`src/rtl/conv_bias_loader_if.sv`:
```
// Byte-stream intake and SRAM write-port bundle for the conv bias loader.
// master = host/config side, slave = loader side.
interface conv_bias_loader_if #(
    parameter int unsigned ADDR_W = 5,
    parameter int unsigned DATA_W = 32
);
    logic              in_valid;
    logic [7:0]        in_byte;
    logic              in_ready;
    logic [ADDR_W-1:0] mem_adr;
    logic [DATA_W-1:0] mem_d;
    logic              mem_we;
    logic              mem_me;

    modport master (
        output in_valid, in_byte,
        input  in_ready, mem_adr, mem_d, mem_we, mem_me
    );

    modport slave (
        input  in_valid, in_byte,
        output in_ready, mem_adr, mem_d, mem_we, mem_me
    );
endinterface

```
`src/rtl/conv_bias_loader.sv`:
```
// Packs a little-endian byte stream into bias words and writes them to
// SRAM addresses 0..NUM_BIAS-1, holding busy while the macro is in use.
module conv_bias_loader #(
    parameter int unsigned NUM_BIAS = 11,
    parameter int unsigned ADDR_W   = 5,
    parameter int unsigned DATA_W   = 32
) (
    input  logic              clk,
    input  logic              rst_b,
    input  logic              start,
    conv_bias_loader_if.slave bus,
    output logic              busy,
    output logic              done,
    output logic [ADDR_W:0]   word_cnt
);

    localparam int unsigned     BYTES    = DATA_W / 8;
    localparam int unsigned     IDX_W    = (BYTES > 1) ? $clog2(BYTES) : 1;
    localparam logic [IDX_W-1:0] LAST_IDX = IDX_W'(BYTES - 1);
    localparam logic [ADDR_W:0]  CNT_FULL = (ADDR_W + 1)'(NUM_BIAS);

    typedef enum logic [1:0] {
        S_IDLE,
        S_COLLECT,
        S_WRITE,
        S_DONE
    } state_t;

    state_t            r_state,    w_state_nxt;
    logic [IDX_W-1:0]  r_idx,      w_idx_nxt;
    logic [DATA_W-1:0] r_word,     w_word_nxt;
    logic [ADDR_W:0]   r_word_cnt, w_word_cnt_nxt;
    logic              r_in_ready, w_in_ready_nxt;
    logic [ADDR_W-1:0] r_mem_adr,  w_mem_adr_nxt;
    logic [DATA_W-1:0] r_mem_d,    w_mem_d_nxt;
    logic              r_mem_we,   w_mem_we_nxt;
    logic              r_mem_me,   w_mem_me_nxt;
    logic              r_busy,     w_busy_nxt;
    logic              r_done,     w_done_nxt;

    logic              w_hs;
    logic [ADDR_W:0]   w_cnt_inc;

    assign w_hs      = bus.in_valid & r_in_ready;
    assign w_cnt_inc = r_word_cnt + (ADDR_W + 1)'(1);

    // Next-state and next-output logic; every output is registered below.
    always_comb begin
        w_state_nxt    = r_state;
        w_idx_nxt      = r_idx;
        w_word_nxt     = r_word;
        w_word_cnt_nxt = r_word_cnt;
        w_mem_adr_nxt  = r_mem_adr;
        w_mem_d_nxt    = r_mem_d;
        w_mem_we_nxt   = 1'b0;
        w_mem_me_nxt   = 1'b0;
        w_done_nxt     = 1'b0;

        case (r_state)
            S_IDLE, S_DONE: begin
                if (start) begin
                    w_state_nxt    = S_COLLECT;
                    w_word_cnt_nxt = '0;
                    w_idx_nxt      = '0;
                    w_word_nxt     = '0;
                end
            end
            S_COLLECT: begin
                if (w_hs) begin
                    w_word_nxt[{r_idx, 3'b000} +: 8] = bus.in_byte;
                    if (r_idx == LAST_IDX) begin
                        w_idx_nxt     = '0;
                        w_state_nxt   = S_WRITE;
                        w_mem_we_nxt  = 1'b1;
                        w_mem_me_nxt  = 1'b1;
                        w_mem_adr_nxt = r_word_cnt[ADDR_W-1:0];
                        w_mem_d_nxt   = w_word_nxt;
                    end else begin
                        w_idx_nxt = r_idx + IDX_W'(1);
                    end
                end
            end
            S_WRITE: begin
                w_word_cnt_nxt = w_cnt_inc;
                if (w_cnt_inc == CNT_FULL) begin
                    w_state_nxt = S_DONE;
                    w_done_nxt  = 1'b1;
                end else begin
                    w_state_nxt = S_COLLECT;
                end
            end
            default: w_state_nxt = S_IDLE;
        endcase

        w_in_ready_nxt = (w_state_nxt == S_COLLECT);
        w_busy_nxt     = (w_state_nxt == S_COLLECT) || (w_state_nxt == S_WRITE);
    end

    always_ff @(posedge clk) begin
        if (rst_b) begin
            r_state    <= S_IDLE;
            r_idx      <= '0;
            r_word     <= '0;
            r_word_cnt <= '0;
            r_in_ready <= 1'b0;
            r_mem_adr  <= '0;
            r_mem_d    <= '0;
            r_mem_we   <= 1'b0;
            r_mem_me   <= 1'b0;
            r_busy     <= 1'b0;
            r_done     <= 1'b0;
        end else begin
            r_state    <= w_state_nxt;
            r_idx      <= w_idx_nxt;
            r_word     <= w_word_nxt;
            r_word_cnt <= w_word_cnt_nxt;
            r_in_ready <= w_in_ready_nxt;
            r_mem_adr  <= w_mem_adr_nxt;
            r_mem_d    <= w_mem_d_nxt;
            r_mem_we   <= w_mem_we_nxt;
            r_mem_me   <= w_mem_me_nxt;
            r_busy     <= w_busy_nxt;
            r_done     <= w_done_nxt;
        end
    end

    assign bus.in_ready = r_in_ready;
    assign bus.mem_adr  = r_mem_adr;
    assign bus.mem_d    = r_mem_d;
    assign bus.mem_we   = r_mem_we;
    assign bus.mem_me   = r_mem_me;
    assign busy         = r_busy;
    assign done         = r_done;
    assign word_cnt     = r_word_cnt;

endmodule

```
`src/flat_wrapper.sv`:
```
// flat-port wrapper written by rule: the top's interface ports become plain ports
module conv_bias_loader_flat 
#(
    parameter int unsigned NUM_BIAS = 11,
    parameter int unsigned ADDR_W   = 5,
    parameter int unsigned DATA_W   = 32
)
  (clk, rst_b, start, busy, done, word_cnt, bus_in_valid, bus_in_byte, bus_in_ready, bus_mem_adr, bus_mem_d, bus_mem_we, bus_mem_me);
  conv_bias_loader_if #(.ADDR_W(ADDR_W), .DATA_W(DATA_W)) bus_i ();
  input  logic clk;
  input  logic rst_b;
  input  logic start;
  output logic busy;
  output logic done;
  output logic [ADDR_W:0] word_cnt;
  input wire logic [$bits(bus_i.in_valid)-1:0] bus_in_valid;
  input wire logic [$bits(bus_i.in_byte)-1:0] bus_in_byte;
  output wire logic [$bits(bus_i.in_ready)-1:0] bus_in_ready;
  output wire logic [$bits(bus_i.mem_adr)-1:0] bus_mem_adr;
  output wire logic [$bits(bus_i.mem_d)-1:0] bus_mem_d;
  output wire logic [$bits(bus_i.mem_we)-1:0] bus_mem_we;
  output wire logic [$bits(bus_i.mem_me)-1:0] bus_mem_me;
  assign bus_i.in_valid = bus_in_valid;
  assign bus_i.in_byte = bus_in_byte;
  assign bus_in_ready = bus_i.in_ready;
  assign bus_mem_adr = bus_i.mem_adr;
  assign bus_mem_d = bus_i.mem_d;
  assign bus_mem_we = bus_i.mem_we;
  assign bus_mem_me = bus_i.mem_me;
  conv_bias_loader #(.NUM_BIAS(NUM_BIAS), .ADDR_W(ADDR_W), .DATA_W(DATA_W)) u_core (.clk(clk), .rst_b(rst_b), .start(start), .bus(bus_i), .busy(busy), .done(done), .word_cnt(word_cnt));
endmodule
```
`config.mk`:
```
export PLATFORM = sky130hd
export DESIGN_NAME = conv_bias_loader_flat
export DESIGN_NICKNAME = d
export VERILOG_FILES = /design/src/rtl/conv_bias_loader_if.sv /design/src/rtl/conv_bias_loader.sv /design/src/flat_wrapper.sv
export SDC_FILE = /design/constraint.sdc
export NUM_CORES = 1
export LEC_CHECK = 0
export BUFFER_PORTS_ARGS = -buffer_cell sky130_fd_sc_hd__buf_2
export CELL_PAD_IN_SITES_DETAIL_PLACEMENT = 1
export CELL_PAD_IN_SITES_GLOBAL_PLACEMENT = 1
export CORE_ASPECT_RATIO = 0.9
export CORE_MARGIN = 2
export CORE_UTILIZATION = 37
export CTS_CLUSTER_DIAMETER = 200
export DETAILED_ROUTE_END_ITERATION = 10
export GPL_TIMING_DRIVEN = 0
export PLACE_DENSITY_LB_ADDON = 0.05
export SETUP_SLACK_MARGIN = 0.05
export SKIP_CTS_REPAIR_TIMING = 1
export SYNTH_ARGS = -nofsm -noshare
export SYNTH_HDL_FRONTEND = slang
export SYNTH_SLANG_ARGS = --single-unit
```
`constraint.sdc`:
```
create_clock -name clk -period 1.8 [get_ports clk]
set_input_delay 0.36 -clock clk [delete_from_list [all_inputs] [get_ports clk]]
set_output_delay 0.36 -clock clk [all_outputs]
set_load 0.02 [all_outputs]
```
# == After elaboration in Yosys (flattened, before gate mapping) ==
# Index checks and enable logic that the tools add are counted.
# totals
reg_bits,83
inputBits,12
out_inout_bits,48
wordCells,55
# op_classes
add_sub_neg,3
n_eq_ne,9
shift,2
n_mux,17
bitwise,4
n_reduce_logical,10
# op_table
cell,count
$mux W32,2
$pmux W32 S2,1
$bwmux W32,1
$shift A8 B7 Y32 const A,1
$shiftx A8 B7 Y32,1
$mux W2,7
$pmux W6 S2,1
$eq A2 B2 Y1 const B,4
$neg A5 Y7,1
$add A6 B1 Y6 const B,1
$eq A6 B4 Y1 const B,1
$mux W6,1
$pmux W2 S3,1
$reduce_and A3 Y1,2
$eq A2 B1 Y1 const B,2
$pmux W2 S2,1
$reduce_bool A2 Y1,2
$reduce_or A2 Y1,2
$not A1 Y1,3
$reduce_or A3 Y1,1
$add A2 B1 Y2 const B,1
$logic_not A2 Y1,1
$mux W1,2
$ne A2 B1 Y1 const B,1
other kinds (4),4

# == Longest topological paths before layout ==
# depth
word_depth,6
mapped_depth,8
depth_no_buf,7

# == Worst setup path before layout ==
# Ideal clock, no wire load.
# synth_path
path_kind,flip-flop to flip-flop
from,register u_core.r_word_cnt[1] (netlist: u_core.word_cnt[1])
to,register u_core.r_busy (netlist: u_core.busy)
setup_time_ps,126
arrival_time_ps,1806
required_ps,1674
path_slack_ps,-132
stages_incl_launch_ff,8
n_path_buf,0
synth_period_minus_slack_ps,1932
cell_sequence,dfxtp_1 -> ha_1 -> nor4bb_1 -> a211oi_1 -> o41ai_1 -> nand2_1 -> ha_1 -> nor2_1
# synth_between
elab_chain_len,6
word_cells_on_any_way,7
cone_classes,add/sub (1); eq/ne (3); mux (2); reduce/logical (1)
# synth_lines
element,line_no,text
"start, declared",conv_bias_loader.sv:32,"logic [ADDR_W:0] r_word_cnt, w_word_cnt_nxt;"
"start signal, assigned",conv_bias_loader.sv:116,r_word_cnt <= w_word_cnt_nxt;
$add A6 B1 Y6 *,conv_bias_loader.sv:45,assign w_cnt_inc = r_word_cnt + (ADDR_W + 1)'(1);
$eq A6 B4 Y1 *,conv_bias_loader.sv:85,if (w_cnt_inc == CNT_FULL) begin
$mux W2 *,conv_bias_loader.sv:85,
$pmux W2 S3 *,conv_bias_loader.sv:59,case (r_state)
$eq A2 B1 Y1 or $eq A2 B2 Y1 (tied branches),conv_bias_loader.sv:96,w_busy_nxt = (w_state_nxt == S_COLLECT) || (w_state_nxt == S_WRITE);
$logic_or A1 B1 Y1 *,conv_bias_loader.sv:96,
"end signal, assigned",conv_bias_loader.sv:122,r_busy <= w_busy_nxt;
"end, declared",conv_bias_loader.sv:38,"logic r_busy, w_busy_nxt;"
# Mark *: on every way between the ends. The rest lies on a longest branch, timed or not.
# A chain may end at the register's enable or synchronous reset.

# == Worst setup path in the final report ==
# layout_path
from,register u_core.r_state[0]
to,register u_core.r_idx[0]
# layout_between
elab_chain_len,4
word_cells_on_any_way,9
cone_classes,eq/ne (4); mux (1); reduce/logical (4)
# layout_lines
element,line_no,text
"start, declared",conv_bias_loader.sv:29,"state_t r_state, w_state_nxt;"
"start signal, assigned",conv_bias_loader.sv:113,r_state <= w_state_nxt;
$eq A2 B2 Y1 or $logic_not A2 Y1 (tied branches),conv_bias_loader.sv:59,
$reduce_or A2 Y1,conv_bias_loader.sv:59,
$ne A2 B2 Y1 (no source line) or $reduce_bool A2 Y1 (tied branches),--,
$reduce_and A3 Y1 (no source line),--,
"end signal, assigned",conv_bias_loader.sv:114,r_idx <= w_idx_nxt;
"end, declared",conv_bias_loader.sv:30,"logic [IDX_W-1:0] r_idx, w_idx_nxt;"
# Parallel ways exist; a longest one is shown, timed or not.

==> results.yml <==
run_status:
  status: "finished, final reports clean"
logic_synthesis:
  synth.area.mux_share: 0
  syn-instance-count: 410
  post-synth-top-area-cell: "dfxtp_1"
  synth_commonest_cells: "83 x dfxtp_1, 81 x nand2_1, 44 x a21oi_1"
  ys_ff_latch: 83
  synth.most_common_cell: "dfxtp_1"
  synth_cell_types: 39
  yosys_warnings: 0
  synthXorXnorAreaFrac: 0.00250
  synth_top_family_by_area: "compound AO/OA/AOI/OAI gates"
  synthesis.area_um2: 3500
  ys.flop_type: "dfxtp_1"
  async_flop_share: 0
  synth_edf_count: 0
  synthAdderAreaFrac: 0.0393
  ys_seq_area_frac: 0.475
  yosysTopAreaCellShare: 0.475
  syn_avg_cell_area_um2: 8.54
  synth_compound_area_frac: 0.235
  synth-simple-area-share: 0.196
  syn-num-nets: 433
  synth.area.top_cells: "dfxtp_1 47%, nand2_1 8.7%, a22o_1 8.0%"
placement:
  hpwl_um: 7150
  io_buffers: 58
  place_area_um2: 3980
  gp_congestion: 0.780
  place_inst: 590
  dpl_worst_slack_ns: -0.263
sta:
  worst-slew-pin-transition_ns: 0.692
  rsz0062_at_grt: "true"
  min_period_over_period: 0.984
  layout_min_cycle_time_ns: 1.77
  max_slew_margin: 0.534
  setup_violations: 0
  report.final.slew_viol_count: 0
  worst_slack_ns: 0.0293
  hold_viol: 0
  clock_skew_ns: 0.0127
  fmax_ghz: 0.565
worst_hold_path:
  hp-class: "input pin to flop"
worst_setup_path:
  crit_type: "flop to flop"
  worstPathCellList: "inv_2, ha_4, and2b_4, a21o_1, buf_6, or4_4, a21oi_2"
  crit_slowest_cell: "or4_4"
  crit_arrival_ns: 2.06
  path_max_fanout: 7
  crit_path_start_kind: "flop"
  required_ns: 2.09
  slowest_delay_ns: 0.41
  end_kind: "flop"
drt:
  routed_wl_um: 10400
  firstDrtPassIters: 4
  ant_nets: 0
  vias: 3260
  drt_iter0_markers: 143
  drcViolationCount: 0
  avgRoutedWirePerCell_um: 16.8
  vias_per_cell: 5.26
clock_network:
  cts_buffer_depth: 2
  tritoncts: "yes"
  h-tree-depth: 3
  root_buffer: "clkbuf_8"
  clk_pin_slew_worst_paths_ns: 0.09
  clock_latency_ns: 0.36
  cts.sinks: 83
  cts-buffers-inserted: 9
cells_and_area:
  n_antenna_cell: 0
  drive_gt1_frac: 0.311
  final_area_um2: 4500
  area_delta_synth_final_pct: 28.5
  multi_input_area_um2: 1870
  regArea_um2: 1680
  final_nets: 516
  layout.cells.non_filler: 620
  num-fill-cells: 1119
global_route:
  antenna_found_initial: 0
  grt_max_degree: 15
  grt_overflow: 0
  grt_pass1_vias: 3111
  grt_first_pass_wirelength_um: 16300
  grt_usage: 0.206
power_and_ir_drop:
  leakage_nw: 1.77
  power.density_nw_per_um2: 1060
  ir_worst_vdd_uv: 418
  p_total_w: 0.00477
die:
  rows: 33
  core_area_um2: 9170
  fp.dieArea_um2: 10300
  io_pins: 60
  die_w_um: 107
  dieHeight_um: 96.3
  initial_core_util: 0.382
job:
  maxCapViolCount: 0
==> routing by layer <==
metal / vias up / track usage / wire (um)
li1: 1599 / - / -
met1: 1586 / 0.287 / 5040
met2: 62 / 0.327 / 4920
met3: 13 / 0.0460 / 354
met4: 0 / 0.0487 / 129
met5: - / 0 / 0
==> cell type report <==
| type | count | share of cell area |
|---|---|---|
| Timing Repair Buffer | 74 | 0.0907 |
| Tap cell | 122 | 0.0339 |
| Clock inverter | 5 | 0.00890 |
| Inverter | 10 | 0.00890 |
| Buffer | 29 | 0.0387 |
| Sequential cell | 83 | 0.374 |
| Multi-Input combinational cell | 286 | 0.415 |
| Clock buffer | 11 | 0.0292 |
==> cells in the final DEF, fill, tap and decap left out, drive strengths merged, types with 3 or more instances in the layout <==
cell type,Yosys,routed
buf,15,85
dfxtp,83,83
nand2,81,81
a21oi,44,44
nor2,42,42
a22o,32,32
a22oi,32,32
clkbuf,16,29
ha,11,11
inv,10,10
nand3,6,6
o21ai,5,5
nor3,4,4
nor4bb,4,4
clkinvlp,0,3
==> state kept, by name, indices dropped and copies added, names as in the netlist <==
register	count
u_core.busy	1
u_core.r_word	32
u_core.done	1
u_core.bus.in_ready	1
u_core.bus.mem_adr	5
u_core.bus.mem_we	1
u_core.word_cnt	6
u_core.r_idx	2
u_core.bus.mem_d	32
u_core.r_state	2
==> worst paths after layout <==
path / slack (ns) / from / cells after the start / end
hold / removal: 0.39 / start / 3 / u_core.r_state[1]
setup / recovery: 0.03 / u_core.r_state[0] / 7 / u_core.r_idx[0]
setup reg to reg: 0.03 / u_core.r_state[0] / 7 / u_core.r_idx[0]
hold reg to reg: 0.46 / u_core.bus.mem_d[11] / 2 / u_core.bus.mem_d[11]
==> logic make-up after synthesis <==
logic type / count (synthesis)
and+or+nand+nor: 154
AOI/OAI and AO/OA: 120
DFF: 83
buffers and inverters: 41
adders and majority gates: 11
xor gates and xnor gates: 1
==> worst max-delay path, delay by kind of cell, from the launching register on <==
family          cells  cell delay, ns
fa+ha+maj           1            0.24
simple gates        2            0.60
compound gates      2            0.29
flops               1            0.38
buf+inv             2            0.18
==> per-stage QoR <==
step,TNS (ns),hold WS [ns],utilization
after floorplan,0,0.466,-
after global placement,-7.97,0.440,0.434
after detailed placement,-11.17,0.445,0.434
after CTS,-12.84,0.389,0.453
after global routing,-0.243,0.426,0.491
final,0,0.393,0.491
==> report_power, final <==
group          total, W  leakage [nW]  switching (W)  internal [W]
registers       0.00198         0.674      0.0000735       0.00190
clock network   0.00122        0.0757       0.000709      0.000507
logic           0.00158          1.02       0.000955      0.000623
total           0.00477          1.77        0.00174       0.00303
Power figures use the tool's default switching activity.
